[src/rtl/pc_fetch_ctrl_pkg.sv]
// Shared types and defaults for the fetch controller.
//   fetch_state_t : fetch FSM encoding (IDLE, REQ, WAIT)
//   redir_src_t   : which next-PC source won arbitration
//   RESET_PC_DEF, EXC_VECTOR_DEF, PC_STEP : default addresses and sequential step
//   redir_src()   : fixed-priority pick, jr > jump > branch > sequential
package pc_fetch_ctrl_pkg;

    typedef enum logic [1:0] {
        IDLE = 2'd0,
        REQ  = 2'd1,
        WAIT = 2'd2
    } fetch_state_t;

    typedef enum logic [1:0] {
        SRC_SEQ  = 2'd0,
        SRC_BR   = 2'd1,
        SRC_JUMP = 2'd2,
        SRC_JR   = 2'd3
    } redir_src_t;

    localparam logic [31:0] RESET_PC_DEF   = 32'h0000_3000;
    localparam logic [31:0] EXC_VECTOR_DEF = 32'h0000_4180;
    localparam logic [31:0] PC_STEP        = 32'd4;

    function automatic redir_src_t redir_src(input logic jr, input logic jump, input logic br_taken);
        if (jr)       return SRC_JR;
        if (jump)     return SRC_JUMP;
        if (br_taken) return SRC_BR;
        return SRC_SEQ;
    endfunction

endpackage

[src/rtl/pc_fetch_ctrl_fetch_buf.sv]
// One-entry valid/ready holding buffer between fetch and decode.
//   clk, rst_n            : clock, async active-low reset
//   push, push_instr/pc   : load a fetched word and its address
//   pop                   : decode consumed the current entry
//   flush                 : discard the entry (wins over push and pop)
//   valid, instr, pc      : buffered entry presented to decode
// The entry contents only change on push, so instr/pc are stable while
// valid is held without a pop.
module pc_fetch_ctrl_fetch_buf (
    input  logic        clk,
    input  logic        rst_n,
    input  logic        push,
    input  logic [31:0] push_instr,
    input  logic [31:0] push_pc,
    input  logic        pop,
    input  logic        flush,
    output logic        valid,
    output logic [31:0] instr,
    output logic [31:0] pc
);

    always_ff @(posedge clk or negedge rst_n) begin
        if (!rst_n) begin
            valid <= 1'b0;
            instr <= '0;
            pc    <= '0;
        end else begin
            if (flush) begin
                valid <= 1'b0;
            end else if (push) begin
                valid <= 1'b1;
                instr <= push_instr;
                pc    <= push_pc;
            end else if (pop) begin
                valid <= 1'b0;
            end
        end
    end

endmodule

[src/rtl/pc_fetch_ctrl.sv]
// Fetch PC owner and imem sequencer with a single outstanding request.
//   clk, rst_n                          : clock, async active-low reset
//   br_taken/br_tgt, jump/j_tgt, jr/jr_tgt : redirect requests (jr > jump > branch)
//   imem_req/imem_addr/imem_gnt         : request channel, addr held until granted
//   imem_rvalid/imem_rdata              : response channel
//   if_valid/if_instr/if_pc, id_ready   : buffered instruction to decode
//   exc_misalign/exc_badaddr            : misaligned-redirect report
// Build option: PC_ALIGN_CHK_EN redirects misaligned targets to EXC_VECTOR and
// reports them; without it target[1:0] is cleared and the report is tied off.
//
// state | meaning
// IDLE  | first cycle after reset, no request
// REQ   | request pc_q when the buffer has room; wait for grant
// WAIT  | granted, waiting for rvalid; kill_q marks a stale response
module pc_fetch_ctrl
    import pc_fetch_ctrl_pkg::*;
#(
    parameter logic [31:0] RESET_PC   = RESET_PC_DEF,
    parameter logic [31:0] EXC_VECTOR = EXC_VECTOR_DEF
) (
    input  logic        clk,
    input  logic        rst_n,
    input  logic        br_taken,
    input  logic [31:0] br_tgt,
    input  logic        jump,
    input  logic [31:0] j_tgt,
    input  logic        jr,
    input  logic [31:0] jr_tgt,
    output logic        imem_req,
    output logic [31:0] imem_addr,
    input  logic        imem_gnt,
    input  logic        imem_rvalid,
    input  logic [31:0] imem_rdata,
    output logic        if_valid,
    output logic [31:0] if_instr,
    output logic [31:0] if_pc,
    input  logic        id_ready,
    output logic        exc_misalign,
    output logic [31:0] exc_badaddr
);

    fetch_state_t state_q, state_d;
    logic [31:0]  pc_q, pc_d;
    logic [31:0]  addr_q, addr_d;
    logic         kill_q, kill_d;
    redir_src_t   src;
    logic         redirect;
    logic [31:0]  target_raw, target, redir_pc;
    logic         misalign;
    logic         push, pop;

    always_comb begin
        src        = redir_src(jr, jump, br_taken);
        redirect   = (src != SRC_SEQ);
        target_raw = br_tgt;
        case (src)
            SRC_JR:   target_raw = jr_tgt;
            SRC_JUMP: target_raw = j_tgt;
            default:  target_raw = br_tgt;
        endcase
    end

`ifdef PC_ALIGN_CHK_EN
    assign misalign = redirect && (target_raw[1:0] != 2'b00);
    assign target   = target_raw;

    always_ff @(posedge clk or negedge rst_n) begin
        if (!rst_n) begin
            exc_misalign <= 1'b0;
            exc_badaddr  <= '0;
        end else begin
            exc_misalign <= misalign;
            if (misalign) exc_badaddr <= target_raw;
        end
    end
`else
    assign misalign     = 1'b0;
    assign target       = target_raw & ~32'd3;
    assign exc_misalign = 1'b0;
    assign exc_badaddr  = '0;
`endif

    assign redir_pc = misalign ? EXC_VECTOR : target;
    assign pop      = if_valid && id_ready;

    always_comb begin
        state_d  = state_q;
        kill_d   = kill_q;
        pc_d     = pc_q;
        push     = 1'b0;
        imem_req = 1'b0;
        case (state_q)
            IDLE: state_d = REQ;
            REQ: begin
                // Room is guaranteed for the response: a request only goes out
                // when the buffer is empty or being emptied this cycle.
                if (!if_valid || pop) begin
                    imem_req = 1'b1;
                    if (imem_gnt) state_d = WAIT;
                    if (redirect) kill_d = 1'b1;
                end
            end
            WAIT: begin
                if (imem_rvalid) begin
                    state_d = REQ;
                    if (kill_q || redirect) kill_d = 1'b0;
                    else                    push   = 1'b1;
                end else if (redirect) begin
                    kill_d = 1'b1;
                end
            end
            default: state_d = IDLE;
        endcase
        if (redirect)  pc_d = redir_pc;
        else if (push) pc_d = pc_q + PC_STEP;
        // An ungranted request keeps its address even across a redirect;
        // otherwise the address register simply follows the PC.
        addr_d = (imem_req && !imem_gnt) ? addr_q : pc_d;
    end

    always_ff @(posedge clk or negedge rst_n) begin
        if (!rst_n) begin
            state_q <= IDLE;
            pc_q    <= RESET_PC;
            addr_q  <= RESET_PC;
            kill_q  <= 1'b0;
        end else begin
            state_q <= state_d;
            pc_q    <= pc_d;
            addr_q  <= addr_d;
            kill_q  <= kill_d;
        end
    end

    assign imem_addr = addr_q;

    pc_fetch_ctrl_fetch_buf u_buf (
        .clk        (clk),
        .rst_n      (rst_n),
        .push       (push),
        .push_instr (imem_rdata),
        .push_pc    (pc_q),
        .pop        (pop),
        .flush      (redirect),
        .valid      (if_valid),
        .instr      (if_instr),
        .pc         (if_pc)
    );

endmodule

[config.mk]
export PLATFORM = sky130hd
export DESIGN_NAME = pc_fetch_ctrl
export DESIGN_NICKNAME = d
export VERILOG_FILES = /design/src/rtl/pc_fetch_ctrl_pkg.sv /design/src/rtl/pc_fetch_ctrl_fetch_buf.sv /design/src/rtl/pc_fetch_ctrl.sv
export SDC_FILE = /design/constraint.sdc
export NUM_CORES = 1
export LEC_CHECK = 0
export BUFFER_PORTS_ARGS = -buffer_cell sky130_fd_sc_hd__buf_4
export CAP_MARGIN = 20
export CORE_MARGIN = 3
export CORE_UTILIZATION = 45
export CTS_CLUSTER_DIAMETER = 150
export CTS_CLUSTER_SIZE = 14
export DETAILED_ROUTE_END_ITERATION = 6
export PLACE_DENSITY = 0.81
export SETUP_SLACK_MARGIN = 0.5
export SYNTH_ARGS = -nofsm -noshare
export SYNTH_HDL_FRONTEND = slang
export SYNTH_SLANG_ARGS = --single-unit
[constraint.sdc]
create_clock -name clk -period 3.11 [get_ports clk]
set_input_delay 0.1555 -clock clk [delete_from_list [all_inputs] [get_ports clk]]
set_output_delay 0.1555 -clock clk [all_outputs]
set_load 0.05 [all_outputs]
-- Yosys cells after proc, flatten, opt, wreduce, memory -nomap -nowiden
Index checks and enable logic that the tools add are counted.
- RAM bits: 0
- word-level logic and storage cells: 62
- flip-flop bits (word level): 132
- memories kept: 0
- ROM bits: 0
- latch bits: 0
- output and inout port bits: 131
- multiply operators: 0
- mux-type cells: 32
- add/subtract/negate cells: 1
- div/mod/pow operators: 0
- reductions and logical operators: 13
- shift operators: 0
- equal/unequal tests: 8
- bitwise gates (word level): 1
- $lt $le $gt $ge: 0
- operator list (cell ; number):
    two-way mux 32 bit ; 2
    case mux 32 bit (2 select lines) ; 1
    adder 32 x 3 -> 32 bit, second input constant ; 1
    two-way mux 1 bit ; 18
    two-way mux 2 bit ; 9
    equality test 2 bit, second input constant ; 3
    inequality test 2 bit, second input constant ; 3
    case mux 2 bit (3 select lines) ; 1
    AND reduction 3 bit ; 2
    nonzero test 2 bit ; 2
    inequality test 3 bit, second input constant ; 1
    nonzero test 3 bit ; 1
    equality test 2 x 1 -> 1 bit, second input constant ; 1
    logical AND 1 bit ; 2
    logical NOT 1 bit ; 2
    logical NOT 2 bit ; 1
    logical OR 1 bit ; 2
    case mux 1 bit (2 select lines) ; 1
    AND reduction 2 bit ; 1
    NOT 1 bit ; 1

-- Depth between registers and ports, before layout
- word-level depth: 14
- mapped depth: 8
- gate-level depth less buffers: 6

-- Cells and area by module
Synthesis repeated with hierarchy kept, for this count alone.
- cell total of the unflattened synthesis: 573
- area total of the unflattened synthesis: 6805.3 um^2
- modules (own cells, without submodules) (module ; area an instance (um^2) ; sequential area each (um^2) ; cells an instance ; times used):
    pc_fetch_ctrl ; 4063.9 ; 1681.6 ; 433 ; 1
    pc_fetch_ctrl_fetch_buf ; 2741.4 ; 1626.6 ; 140 ; 1

-- Worst setup path after synthesis
No wires, ideal clock.
- path kind: register to register
- start: register u_buf.valid
- end: register addr_q[11], in the netlist imem_addr[11]
- path slack: 0.762 ns
- arrival: 2.223 ns
- period minus slack after synthesis: 2.348 ns
- buffers on the path: 2
- setup time: 0.125 ns
- cell stages (with the launch flop): 8
- cell sequence: dfrtp_1 nand2b_1 nand3b_1 inv_1 nand2b_1 clkbuf_1 clkbuf_1 mux2_2
- longest elaborated chain between the ends: 5
- elaborated cells on any way between the ends: 6
- RTL lines (item ; line ; text):
    from (decl) ; pc_fetch_ctrl_fetch_buf.sv:17 ; output logic valid,
    from (signal assigned) ; pc_fetch_ctrl_fetch_buf.sv:24 ; valid <= 1'b0;
    from (signal assigned) ; pc_fetch_ctrl_fetch_buf.sv:29 ; valid <= 1'b0;
    from (signal assigned) ; pc_fetch_ctrl_fetch_buf.sv:31 ; valid <= 1'b1;
    logical NOT 1 bit or logical AND 1 bit (tied branches) ; pc_fetch_ctrl.sv:97, pc_fetch_ctrl.sv:84 ;
    logical OR 1 bit (*) ; pc_fetch_ctrl.sv:97 ; if (!if_valid || pop) begin
    two-way mux 1 bit (*) ; pc_fetch_ctrl.sv:97 ;
    two-way mux 1 bit (*) ; pc_fetch_ctrl.sv:92 ; case (state_q)
    net imem_req ; pc_fetch_ctrl.sv:29 ; output logic imem_req,
    logical AND 1 bit (*) ; pc_fetch_ctrl.sv:118 ; addr_d = (imem_req && !imem_gnt) ? addr_q : pc_d;
    to (signal assigned) ; pc_fetch_ctrl.sv:130 ; addr_q <= addr_d;
    to (decl) ; pc_fetch_ctrl.sv:44 ; logic [31:0] addr_q, addr_d;
The timed path passes the listed nets; every way through them passes the cells marked *.
A chain may end at the register's enable or synchronous reset.

-- Worst setup path in the final report
- start: register pc_q[9]
- end: register addr_q[29], in the netlist imem_addr[29]
- longest elaborated chain between the ends: 3
- RTL lines (item ; line ; text):
    from (decl) ; pc_fetch_ctrl.sv:43 ; logic [31:0] pc_q, pc_d;
    from (signal assigned) ; pc_fetch_ctrl.sv:129 ; pc_q <= pc_d;
    adder 32 x 3 -> 32 bit ; pc_fetch_ctrl.sv:115 ; else if (push) pc_d = pc_q + PC_STEP;
    two-way mux 32 bit ; pc_fetch_ctrl.sv:115 ;
    two-way mux 32 bit ; pc_fetch_ctrl.sv:114 ; if (redirect) pc_d = redir_pc;
Every way passes these cells.

==> out/qor.txt <==
GR Overflow Total -> 0
post-synthesis adder-cell area fraction -> 0.00193
minimum clock period -> 2220 ps
Total GRT Usage -> 0.231
Worst setup EP type -> flip-flop
H-tree depth -> 4
final net count -> 977
Final Cycle Share -> 0.713
Clock Path Buffers -> 2
Register Area -> 3310 um2
setup violators final -> 0
post-synth top area share -> 0.495
CTS Root Cell -> clkbuf_16
critical path class -> flip-flop to flip-flop
Die Height -> 126 um
area leader, netlist -> dfrtp_1
GPL Wtd Cong -> 0.757
Post-synth top flop -> dfrtp_1
Die W -> 126 um
pwr dens -> 677 nW/um2
FF-to-FF setup slack -> 890 ps
antenna-violating nets left -> 0
Mapped Cells -> 587
final wirelength -> 18200 um
max-slew violation count -> 0
Fin Clk Skew -> 9.34 ps
starting density of the core -> 0.462
post-synthesis simple-gate area fraction -> 0.117
XOR/XNOR share of the synthesized area -> 0.0325
proportion of layout cells with a drive suffix above 1 -> 0.426
non-filler cells, final -> 1033
Leakage -> 0.00459 uW
CP max FO -> 10
share of flip-flops with an asynchronous set or reset -> 1.00
RSZ-0062 raised after global routing -> no
CTS Buf Count -> 17
initial DRC count -> 326
compound-gate portion of the synthesized area -> 0.115
WP data required -> 3410 ps
Fin. Hold Viols -> 0
largest family of logic cells by synthesized area -> multiplexers
Max VDD drop -> 0.430 mV
top cells by count, synth -> dfrtp_1, mux2_2, a21oi_1
CTS tree -> yes
total negative slack -> 0 ps
vias in the first global route -> 5626
number of I/O port buffers -> 227
max frequency -> 0.451 GHz
Mean Syn Cell Area -> 11.0 um2
clock slew at reported path FFs -> 60 ps
largest net degree at the start of global routing -> 73
Max-Cap Viols -> 0
fillers -> 1058
Site Rows -> 43
Tightest Hold Check Type -> input pin to flip-flop
Post-synth EDFFs -> 0
first-pass GRT wire length -> 29300 um
DR DRC count -> 0
vias post-DR -> 5450
total die area -> 15800 um2
worst skew pair latency -> 420 ps
area of the multi-input gates -> 2780 um2
Yosys reg bits -> 132
CP Launch Type -> flip-flop
count of cell types in the netlist -> 44
status -> finished, final reports clean
worst-margin pin slew -> 642 ps
dpl hpwl -> 12400 um
Critical Path AT -> 2520 ps
Core Footprint -> 14000 um2
Slew headroom -> 0.569
I/O pin count -> 267
Inst Count DP -> 962
top cells by area, synth -> dfrtp_1, mux2_2, a221oi_1, a21oi_1, buf_4
post-synthesis mux area share -> 0.142
synth warn -> 0
Wirelength per Cell -> 17.6 um
area grow syn2layout -> 42.5%
Antenna diodes -> 0
mapped cell area -> 6470 um2
most frequent cell after synthesis -> dfrtp_1
vias per cell -> 5.28
Seq/Total Area, Yosys -> 0.511
number of detailed-route iterations in the first pass -> 5
clk sinks -> 132
initial antenna violation count -> 0
logic make-up (layout without fill, tap and decap cells):
kind of cell | count (synthesis) | after routing
buffers and inverters | 100 | 334
and+or+nand+nor | 139 | 139
muxes | 82 | 82
xor gates and xnor gates | 24 | 24
other | 1 | 33
adders and majority gates | 1 | 1
DFF | 132 | 132
AOI/OAI and AO/OA | 108 | 108
final timing paths:
| check | startpoint | end | cells after the start |
|---|---|---|---|
| setup / recovery | pc_q[9] | imem_addr[29] | 5 |
| hold / removal | jr_tgt[27] | pc_q[27] | 3 |
| setup reg to reg | pc_q[9] | imem_addr[29] | 5 |
| hold reg to reg | u_buf.pc[7] | u_buf.pc[7] | 2 |
| max in group asynchronous | rst_n | pc_q[9] | 3 |
| min in group asynchronous | rst_n | pc_q[22] | 2 |
worst max-delay path, stage by stage, from the launching register on:
cell and delay, ps:
dfrtp_1 410, nand3_1 310, nor4_4 650, nand4_1 210
xor2_1 190, a221oi_1 320
cells in the final DEF (no fill, tap or decap), types with 3 or more instances in the layout:
cell type / n
a211oi_1: 6
a21oi_1: 52
a221oi_1: 32
a221oi_2: 4
and3_1: 7
and4_1: 4
buf_12: 3
buf_4: 232
bufinv_16: 3
clkbuf_16: 17
clkinv_4: 4
clkinvlp_4: 4
conb_1: 33
dfrtp_1: 128
dfstp_2: 4
dlygate4sd3_1: 38
inv_1: 28
mux2_2: 77
mux2i_1: 5
nand2_1: 23
nand3_1: 9
nand3b_1: 3
nand4_1: 15
nor2_1: 49
nor3_1: 7
nor4_4: 3
o21ai_0: 8
o221ai_1: 3
xnor2_1: 9
xor2_1: 15
layout make-up:
cell class / count / share of cell area
sequential: 132 / 0.359
tap: 180 / 0.0244
clock inverter: 15 / 0.0198
clock buffer: 17 / 0.0462
inverter: 28 / 0.0114
multi-input combinational: 387 / 0.301
timing repair buffer: 274 / 0.238
report_power, final:
group          internal (uW)  switching, uW
Combinational            696           1320
Clock                   1260            784
Sequential              1980            189
state kept, by name, summed over array words and instances, names as in the netlist:
| signal | cells |
|---|---|
| imem_addr | 32 |
| u_buf.instr | 32 |
| state_q | 2 |
| u_buf.pc | 32 |
| kill_q | 1 |
| u_buf.valid | 1 |
| pc_q | 32 |
metrics by stage:
stage	setup slack (ps)	hold slack, ps	cell area (um2)	power, uW	utilization
6_report	893	28.9	9220	6240	0.659
3_5_place_dp	811	169	8210	4140	0.587
4_1_cts	872	20.3	9200	6240	0.657
5_1_grt	654	18.8	9220	6500	0.659
2_1_floorplan	762	-140	6590	3500	-
3_3_place_gp	825	163	8210	4110	0.587
layer usage:
metal  track usage  routed length [um]  vias up
met2         0.402                9330      224
met3        0.0683                1290       23
li1              -                   -     2539
met4        0.0625                 241        0
met5             0                   0        -
met1         0.280                7300     2664
what timing repair did:
| item | 4_1_cts | 5_1_grt |
|---|---|---|
| buffers inserted | 0 | 0 |
| hold endpoints to repair | 92 | 0 |
| endpoints found under the setup margin | 0 | 0 |
| hold buffers | 38 | 0 |
| gates resized for setup | 0 | 0 |
(Power assumes the default switching activity.)
